`src/rtl/ila_capture_ctrl.sv`:
```
// Capture sequencer for the ILA sample buffer core: trigger condition
// evaluation plus an idle/armed/capture/done state machine driving the core.
module ila_capture_ctrl #(
  parameter int TRIG_W   = 4,
  parameter int BUFFER_W = 10
) (
  input  logic                clk,
  input  logic                rst,
  input  logic [TRIG_W-1:0]   trig_in,
  input  logic [TRIG_W-1:0]   trig_mask,
  input  logic [TRIG_W-1:0]   trig_type,
  input  logic [TRIG_W-1:0]   trig_neg,
  input  logic                trig_mode,
  input  logic                continuous,
  input  logic [BUFFER_W-1:0] n_samples_max,
  input  logic                arm,
  input  logic                abort,
  input  logic                clear,
  output logic                core_trigger,
  output logic                core_enabled,
  output logic                core_rst_soft,
  output logic [1:0]          state,
  output logic                done,
  output logic [BUFFER_W-1:0] captured,
  output logic                trig_seen
);

  typedef enum logic [1:0] {
    ST_IDLE    = 2'd0,
    ST_ARMED   = 2'd1,
    ST_CAPTURE = 2'd2,
    ST_DONE    = 2'd3
  } state_t;

  state_t              state_reg, state_next;
  logic [TRIG_W-1:0]   trig_prev_reg;
  logic [BUFFER_W-1:0] captured_reg, captured_next;
  logic [BUFFER_W-1:0] lim_reg, lim_next;
  logic                trig_seen_reg, trig_seen_next;

  logic [TRIG_W-1:0]   rise, fall, hit;
  logic                cond;
  logic                accept;
  logic [BUFFER_W-1:0] captured_plus;
  logic [BUFFER_W-1:0] lim_sel;

  assign rise = trig_in & ~trig_prev_reg;
  assign fall = ~trig_in & trig_prev_reg;

  genvar gi;
  generate
    for (gi = 0; gi < TRIG_W; gi++) begin : g_hit
      assign hit[gi] = trig_type[gi] ? (trig_neg[gi] ? fall[gi] : rise[gi])
                                     : (trig_in[gi] ^ trig_neg[gi]);
    end
  endgenerate

  // An empty mask must never fire, even though the AND reduction would be 1.
  assign cond = (trig_mask != '0) &&
                (trig_mode ? (&(hit | ~trig_mask)) : (|(hit & trig_mask)));

  assign lim_sel       = (n_samples_max == '0) ? '1 : n_samples_max;
  assign captured_plus = captured_reg + BUFFER_W'(1);

  assign core_enabled = (state_reg == ST_ARMED) || (state_reg == ST_CAPTURE);

  always_comb begin
    core_trigger = 1'b0;
    case (state_reg)
      ST_ARMED:   core_trigger = cond;
      ST_CAPTURE: core_trigger = continuous ? cond : 1'b1;
      default:    core_trigger = 1'b0;
    endcase
  end

  assign accept = core_trigger & core_enabled;

  always_comb begin
    state_next     = state_reg;
    captured_next  = captured_reg;
    trig_seen_next = trig_seen_reg;
    lim_next       = lim_reg;
    core_rst_soft  = 1'b0;
    if (abort) begin
      state_next = ST_IDLE;
    end else begin
      case (state_reg)
        ST_IDLE, ST_DONE: begin
          if (arm) begin
            state_next     = ST_ARMED;
            captured_next  = '0;
            trig_seen_next = 1'b0;
            lim_next       = lim_sel;
            core_rst_soft  = 1'b1;
          end else if (clear) begin
            captured_next  = '0;
            trig_seen_next = 1'b0;
            core_rst_soft  = 1'b1;
          end
        end
        ST_ARMED, ST_CAPTURE: begin
          // Saturate at the limit so the count can never wrap past the core's full point.
          if (accept && (captured_reg != lim_reg)) begin
            captured_next  = captured_plus;
            trig_seen_next = 1'b1;
            state_next     = (captured_plus == lim_reg) ? ST_DONE : ST_CAPTURE;
          end
        end
        default: state_next = ST_IDLE;
      endcase
    end
  end

  always_ff @(posedge clk or negedge rst) begin
    if (!rst) begin
      state_reg     <= ST_IDLE;
      trig_prev_reg <= '0;
      captured_reg  <= '0;
      lim_reg       <= '0;
      trig_seen_reg <= 1'b0;
    end else begin
      state_reg     <= state_next;
      trig_prev_reg <= trig_in;
      captured_reg  <= captured_next;
      lim_reg       <= lim_next;
      trig_seen_reg <= trig_seen_next;
    end
  end

  assign state     = state_reg;
  assign done      = (state_reg == ST_DONE);
  assign captured  = captured_reg;
  assign trig_seen = trig_seen_reg;

endmodule

```
`config.mk`:
```
export PLATFORM = sky130hd
export DESIGN_NAME = ila_capture_ctrl
export DESIGN_NICKNAME = d
export VERILOG_FILES = /design/src/rtl/ila_capture_ctrl.sv
export SDC_FILE = /design/constraint.sdc
export NUM_CORES = 1
export LEC_CHECK = 0
export CAP_MARGIN = 5
export CELL_PAD_IN_SITES_DETAIL_PLACEMENT = 1
export CELL_PAD_IN_SITES_GLOBAL_PLACEMENT = 2
export CORE_AREA = 3 3 83 85
export DETAILED_ROUTE_END_ITERATION = 8
export DIE_AREA = 0 0 86 88
export PLACE_DENSITY_LB_ADDON = 0.08
export RECOVER_POWER = 25
export SETUP_SLACK_MARGIN = 0.1
export SLEW_MARGIN = 20
export SYNTH_ARGS = -nofsm -noshare
export SYNTH_HDL_FRONTEND = slang
export SYNTH_SLANG_ARGS = --single-unit
export TNS_END_PERCENT = 1
```
`constraint.sdc`:
```
create_clock -name clk -period 2.9 [get_ports clk]
set_input_delay 0.58 -clock clk [delete_from_list [all_inputs] [get_ports clk]]
set_output_delay 0.58 -clock clk [all_outputs]
set_load 0.01 [all_outputs]
```
==> flow_summary.json, run 1 <==
{
  "p_sw_frac": 0.3233,
  "worstRegToRegCells": 6,
  "cp.depth": 7,
  "whs_ps": 492.7,
  "hold_end": "trig_seen",
  "powerDensity_nw_per_um2": 404.6,
  "power_frac_seq": 0.443,
  "cp-end-kind": "output pin",
  "cap_violations": 1,
  "vias": 1702,
  "die_width_um": 86,
  "rsz0062_at_grt": "yes",
  "yosysMostFrequentCell": "dfrtp_1",
  "status": "complete, but fails checks",
  "area_delta_synth_final_pct": 43.67,
  "drive_above_1_share": 0.1732,
  "violations": "max-capacitance violations, max-slew violations",
  "viasPerCell": 5.142,
  "start_util": 0.2880,
  "synth_cells": 187,
  "rr_startpoint": "captured[2]",
  "arrival_ps": 2240,
  "ys_ff_latch": 27,
  "hold_depth": 2,
  "async_flop_share": 1.000,
  "start_kind": "input pin",
  "crit_path_start": "trig_in[0]",
  "grt_max_degree": 28,
  "grt_usage": 0.1648,
  "yosys-top-cells-count": "27 x dfrtp_1, 15 x nand2_1, 14 x nor2_1, 13 x xor2_1, 11 x xnor2_1",
  "die_area_um2": 7568,
  "hold_viol": 0,
  "synth_cell_type_count": 51,
  "worstPathCellList": "dlygate4sd3_1 > xnor2_1 > nand2_1 > o221ai_1 > o31ai_2 > a21boi_2 > clkbuf_2",
  "synth_area_um2": 1808,
  "yosysWarnings": 0,
  "top_level_ports": 50,
  "hpwl_um": 4776,
  "cp_max_fo": 2,
  "h-tree-depth": 1,
  "grt_pass1_wl_um": 9729,
  "regArea_um2": 675.6,
  "antennaDiodeCount": 0,
  "numCtsBuffers": 3,
  "synthFlopType": "dfrtp_1",
  "setup_slack_ps": 82.93,
  "route.detailed.drc": 0,
  "cts_num_sinks": 27,
  "ir_drop_v": 0.0001904,
  "fin_skew_ps": 5.555,
  "hold_start": "trig_seen",
  "core_area_um2": 6277,
  "comb_power_share": 0.344,
  "p_int_mw": 0.7112,
  "r2r-end": "state[0]",
  "yosys.area.top_type": "dfrtp_1",
  "slew_headroom": -0.08524,
  "instances_no_fill": 331,
  "r2r_slack_ps": 530,
  "path_clk_slew_ps": 100,
  "overflow": 0,
  "synth.top_cells.by_area": "dfrtp_1 37%, xor2_1 6.3%, xnor2_1 5.3%, o22a_1 4.8%, nand2_1 3.1%",
  "crit_family": "buffers and inverters",
  "drt_iter0_markers": 52,
  "worst_path_max_delay_cell": "dlygate4sd3_1",
  "final_util": 0.4138,
  "root_buffer": "clkbuf_8",
  "max_freq_mhz": 355.0,
  "fin_crit_sh": 0.9714,
  "worst-setup-path-type": "in -> out",
  "final_antenna_net_count": 0,
  "routabilityCongestion": 0.9826,
  "cts_hold_buf": 0,
  "grt_pass1_vias": 1924,
  "syn_nets": 224,
  "ys_seq_area_frac": 0.3737,
  "cp_data_required_time_ps": 2320,
  "cts_tree": "done",
  "clockBufferDepth": 2,
  "fillCellCount": 738,
  "maxSlewViolCount": 28,
  "clock_latency_ps": 270,
  "worstMarginPinSlew_ps": 1628,
  "finalSetupViolations": 0,
  "pre_cts_ws_ps": -403.1,
  "yosysTopAreaCellShare": 0.3737,
  "grt_antenna_before_repair": 0,
  "p_clk_frac": 0.213,
  "wl_per_cell_um": 17.95,
  "max_stage_delay_ps": 570,
  "routed_wl_um": 5940,
  "period_needed_ps": 2817,
  "dp.cells": 326,
  "synth_edf_count": 0,
  "fp.dieH_um": 88,
  "crit_buf_inv": 2,
  "leakage_nw": 1.165,
  "multi_input_comb_area_um2": 1101,
  "power_switching_mw": 0.3398,
  "port_buffers": 49,
  "dr.pass1.iters": 3,
  "rows": 29,
  "hold_class": "reg -> reg",
  "avgSynthCellArea_um2": 9.668,
  "nets": 292
}
-- worst max path at each step --
stage / to
global route: captured[9]
floorplan: core_trigger
finish: core_trigger
detailed placement: core_trigger
CTS: core_trigger
global placement: core_trigger
-- cell usage in the layout (no fill, tap or decap), drive strengths merged, types with 3 or more instances in the layout --
| cell type | Yosys | layout |
|---|---|---|
| nand4 | 3 | 3 |
| a21o | 4 | 4 |
| a21oi | 4 | 4 |
| and2 | 6 | 6 |
| inv | 10 | 10 |
| or4 | 4 | 4 |
| nor3 | 3 | 3 |
| ha | 4 | 4 |
| clkdlybuf4s50 | 0 | 43 |
| xnor2 | 11 | 11 |
| clkbuf | 2 | 5 |
| o211a | 4 | 4 |
| o22a | 10 | 10 |
| buf | 5 | 20 |
| dlygate4sd3 | 0 | 3 |
| nand2 | 15 | 15 |
| nor2 | 14 | 14 |
| o21ai | 3 | 3 |
| dfrtp | 27 | 27 |
| nor2b | 6 | 6 |
| a211oi | 6 | 6 |
| xor2 | 13 | 13 |
| nand3 | 9 | 9 |
-- cell type report --
class,count,share of cell area
inverter,10,0.01445
multi-input combinational,143,0.4239
tap,77,0.03709
sequential,27,0.2601
clock inverter,1,0.001927
clock buffer,3,0.01590
timing repair buffer,70,0.2466
-- per-layer routing --
layer,global-route usage,vias up,wire (um)
met3,0.02258,6,232
li1,-,813,-
met1,0.1800,843,2435
met2,0.3245,40,3178
met5,0,-,0
met4,0.05324,0,93
-- cell families (layout without fill, tap and decap cells) --
group                    after synthesis  after routing  share of synthesized area
AO/OA/AOI/OAI                         45             45                     0.2097
XOR/XNOR                              24             24                     0.1163
adder cells (fa/ha/maj)                4              4                    0.02768
buffers and inverters                 17             84                    0.04706
flip-flops                            27             27                     0.3737
multiplexers                           3              3                    0.01799
AND/OR/NAND/NOR                       67             67                     0.2076
-- power groups by stage --
stage	Sequential [mW]	Clock (mW)	Combinational, mW
2_1_floorplan	0.466	0	0.186
3_3_place_gp	0.470	0	0.337
3_5_place_dp	0.476	0	0.355
4_1_cts	0.468	0.236	0.369
5_1_grt	0.473	0.252	0.398
6_report	0.465	0.224	0.361
-- metrics by stage --
| stage | setup TNS [ps] | area (um^2) | total power, mW |
|---|---|---|---|
| 6_report | 0 | 2597 | 1.051 |
| 5_1_grt | 0 | 2597 | 1.123 |
| 4_1_cts | 0 | 2590 | 1.073 |
| 3_5_place_dp | -561.2 | 2497 | 0.8305 |
| 3_3_place_gp | -192.0 | 2497 | 0.8072 |
| 2_1_floorplan | 0 | 1808 | 0.6520 |
-- timing repair --
action | CTS | global route
pin swaps | 1 | 4
cloned | 0 | 0
endpoints found under the setup margin | 2 | 11
gates resized for setup | 8 | 5
setup buffers | 1 | 0
-- worst register-to-register path: cells and delay by family (launching register included) --
kind / cells / cell delay [ps]
simple gates: 3 / 1030
compound gates: 2 / 550
xor+xnor: 1 / 160
flops: 1 / 550
No activity file was read; power rests on OpenSTA's default activity.
==> inputs of run 2 (changes only) <==
--- a/config.mk
+++ b/config.mk
@@ -11,7 +11,7 @@
 export CORE_AREA = 3 3 83 85
 export DETAILED_ROUTE_END_ITERATION = 8
 export DIE_AREA = 0 0 86 88
-export PLACE_DENSITY_LB_ADDON = 0.08
+export PLACE_DENSITY = 0.84
 export RECOVER_POWER = 25
 export SETUP_SLACK_MARGIN = 0.1
 export SLEW_MARGIN = 20
==> run 2 against run 1 <==
  * The flow still finishes with violations (max-capacitance violations, max-slew violations)
  * Critical path type unchanged
  * Non-clock buffer count is 1 higher
  * Critical endpoint unchanged
  * Clock power grew 9.4%
  * Combinational power down 2%
  * Setup slack better by 39 ps
  * Largest power group unchanged
  * Clock skew increased by 7.0 ps
==> flow_summary.json, run 2 (synthesized netlist as in run 1, its figures left out) <==
{
  "use_met1": 0.1770,
  "hold_depth": 2,
  "top_level_ports": 50,
  "dp.cells": 326,
  "start_kind": "input pin",
  "fin_crit_sh": 0.9578,
  "ir_drop_v": 0.0001731,
  "cts_hold_buf": 0,
  "worstMarginPinSlew_ps": 1660,
  "hold_end": "trig_seen",
  "area_delta_synth_final_pct": 43.46,
  "grt_pass1_vias": 1778,
  "r2r_slack_ps": 520,
  "cap_violations": 1,
  "vias": 1667,
  "grtUsageMet3": 0.02822,
  "dr.pass1.iters": 5,
  "cts_num_sinks": 27,
  "cp_max_fo": 2,
  "routed_wl_um": 5293,
  "cts_tree": "done",
  "globalRouteMet2Util": 0.2614,
  "drive_above_1_share": 0.1686,
  "clock_latency_ps": 290,
  "layout_commonest_cell": "clkdlybuf4s50_1",
  "nets": 293,
  "route.detailed.drc": 0,
  "violations": "max-capacitance violations, max-slew violations",
  "worst-setup-path-type": "in -> out",
  "grt_max_degree": 28,
  "die_width_um": 86,
  "antennaDiodeCount": 0,
  "routabilityCongestion": 0.8254,
  "whs_ps": 482.5,
  "grt.busiest_layer": "met2",
  "hold_viol": 0,
  "period_needed_ps": 2778,
  "maxSlewViolCount": 28,
  "grt_pass1_wl_um": 8645,
  "clockBufferDepth": 2,
  "r2r-end": "state[0]",
  "arrival_ps": 2200,
  "hpwl_um": 4069,
  "root_buffer": "clkbuf_8",
  "die_area_um2": 7568,
  "hold_start": "trig_seen",
  "grt_usage": 0.1459,
  "grt_antenna_before_repair": 0,
  "overflow": 0,
  "cp-end-kind": "output pin",
  "finalSetupViolations": 0,
  "fin_skew_ps": 12.51,
  "path_clk_slew_ps": 100,
  "powerDensity_nw_per_um2": 410.0,
  "wl_per_cell_um": 15.94,
  "numCtsBuffers": 3,
  "fp.dieH_um": 88,
  "port_buffers": 49,
  "cp_data_required_time_ps": 2320,
  "rr_startpoint": "captured[1]",
  "worstRegToRegCells": 7,
  "most-common-layout-cells": "44 x clkdlybuf4s50_1, 26 x dfrtp_1, 21 x buf_4",
  "start_util": 0.2880,
  "rsz0062_at_grt": "yes",
  "h-tree-depth": 1,
  "max_freq_mhz": 360.0,
  "drt_iter0_markers": 44,
  "core_area_um2": 6277,
  "status": "complete, but fails checks",
  "leakage_nw": 1.176,
  "hold_class": "reg -> reg",
  "slew_headroom": -0.1064,
  "rows": 29,
  "final_antenna_net_count": 0,
  "instances_no_fill": 332,
  "viasPerCell": 5.021
}
## run 2: stage by stage
step / worst slack [ps] / utilization / total power [mW] / TNS (ps) / area (um^2)
6_report: 122.4 / 0.4132 / 1.063 / 0 / 2594
5_1_grt: 15.89 / 0.4132 / 1.133 / 0 / 2594
4_1_cts: 86.91 / 0.4110 / 1.081 / 0 / 2580
3_5_place_dp: -251.5 / 0.3978 / 0.8215 / -251.5 / 2497
3_3_place_gp: -168.3 / 0.3978 / 0.8098 / -168.3 / 2497
2_1_floorplan: 154.1 / - / 0.6520 / 0 / 1808
## run 2: power by group
group	leakage, nW	internal, mW	switching (mW)	total [mW]
combinational	0.815	0.197	0.157	0.355
sequential	0.334	0.420	0.0434	0.464
clock	0.0261	0.102	0.143	0.245
## run 2: cell type report
cell class / count / area (um^2)
Clock buffer: 3 / 41.29
Clock inverter: 1 / 8.758
Fill cell: 721 / 3684
Inverter: 10 / 37.54
Multi-Input combinational cell: 143 / 1076
Sequential cell: 27 / 676.9
Tap cell: 77 / 96.34
Timing Repair Buffer: 71 / 656.9
## run 2: critical path, stage by stage
cell	delay, ps
dlygate4sd3_1	570
xnor2_1	200
a211oi_1	100
a2111oi_2	410
a21boi_2	90
clkdlybuf4s15_1	240
## run 2: worst max-delay path by stage
stage                            from           end  slack, ps  depth (start not counted)
final                      trig_in[0]  core_trigger        120                          6
after floorplan              state[0]  core_trigger        150                          7
after global routing       trig_in[0]  core_trigger         20                          6
after detailed placement  trig_neg[1]  core_trigger       -250                          6
after global placement    trig_neg[1]  core_trigger       -170                          6
after CTS                 trig_neg[3]  core_trigger         90                          7
## run 2: timing repair
action | 4_1_cts | 5_1_grt
gates cloned | 0 | 0
pin swaps | 4 | 1
buffers inserted | 1 | 1
resized for setup | 6 | 4
setup endpoints to repair | 2 | 2
## run 2: layer usage
| metal | part of all wire | vias to the layer above | routed length, um |
|---|---|---|---|
| li1 | - | 816 | - |
| met1 | 0.46 | 798 | 2448 |
| met2 | 0.47 | 48 | 2496 |
| met3 | 0.055 | 5 | 293 |
| met4 | 0.010 | 0 | 55 |
| met5 | 0 | - | 0 |
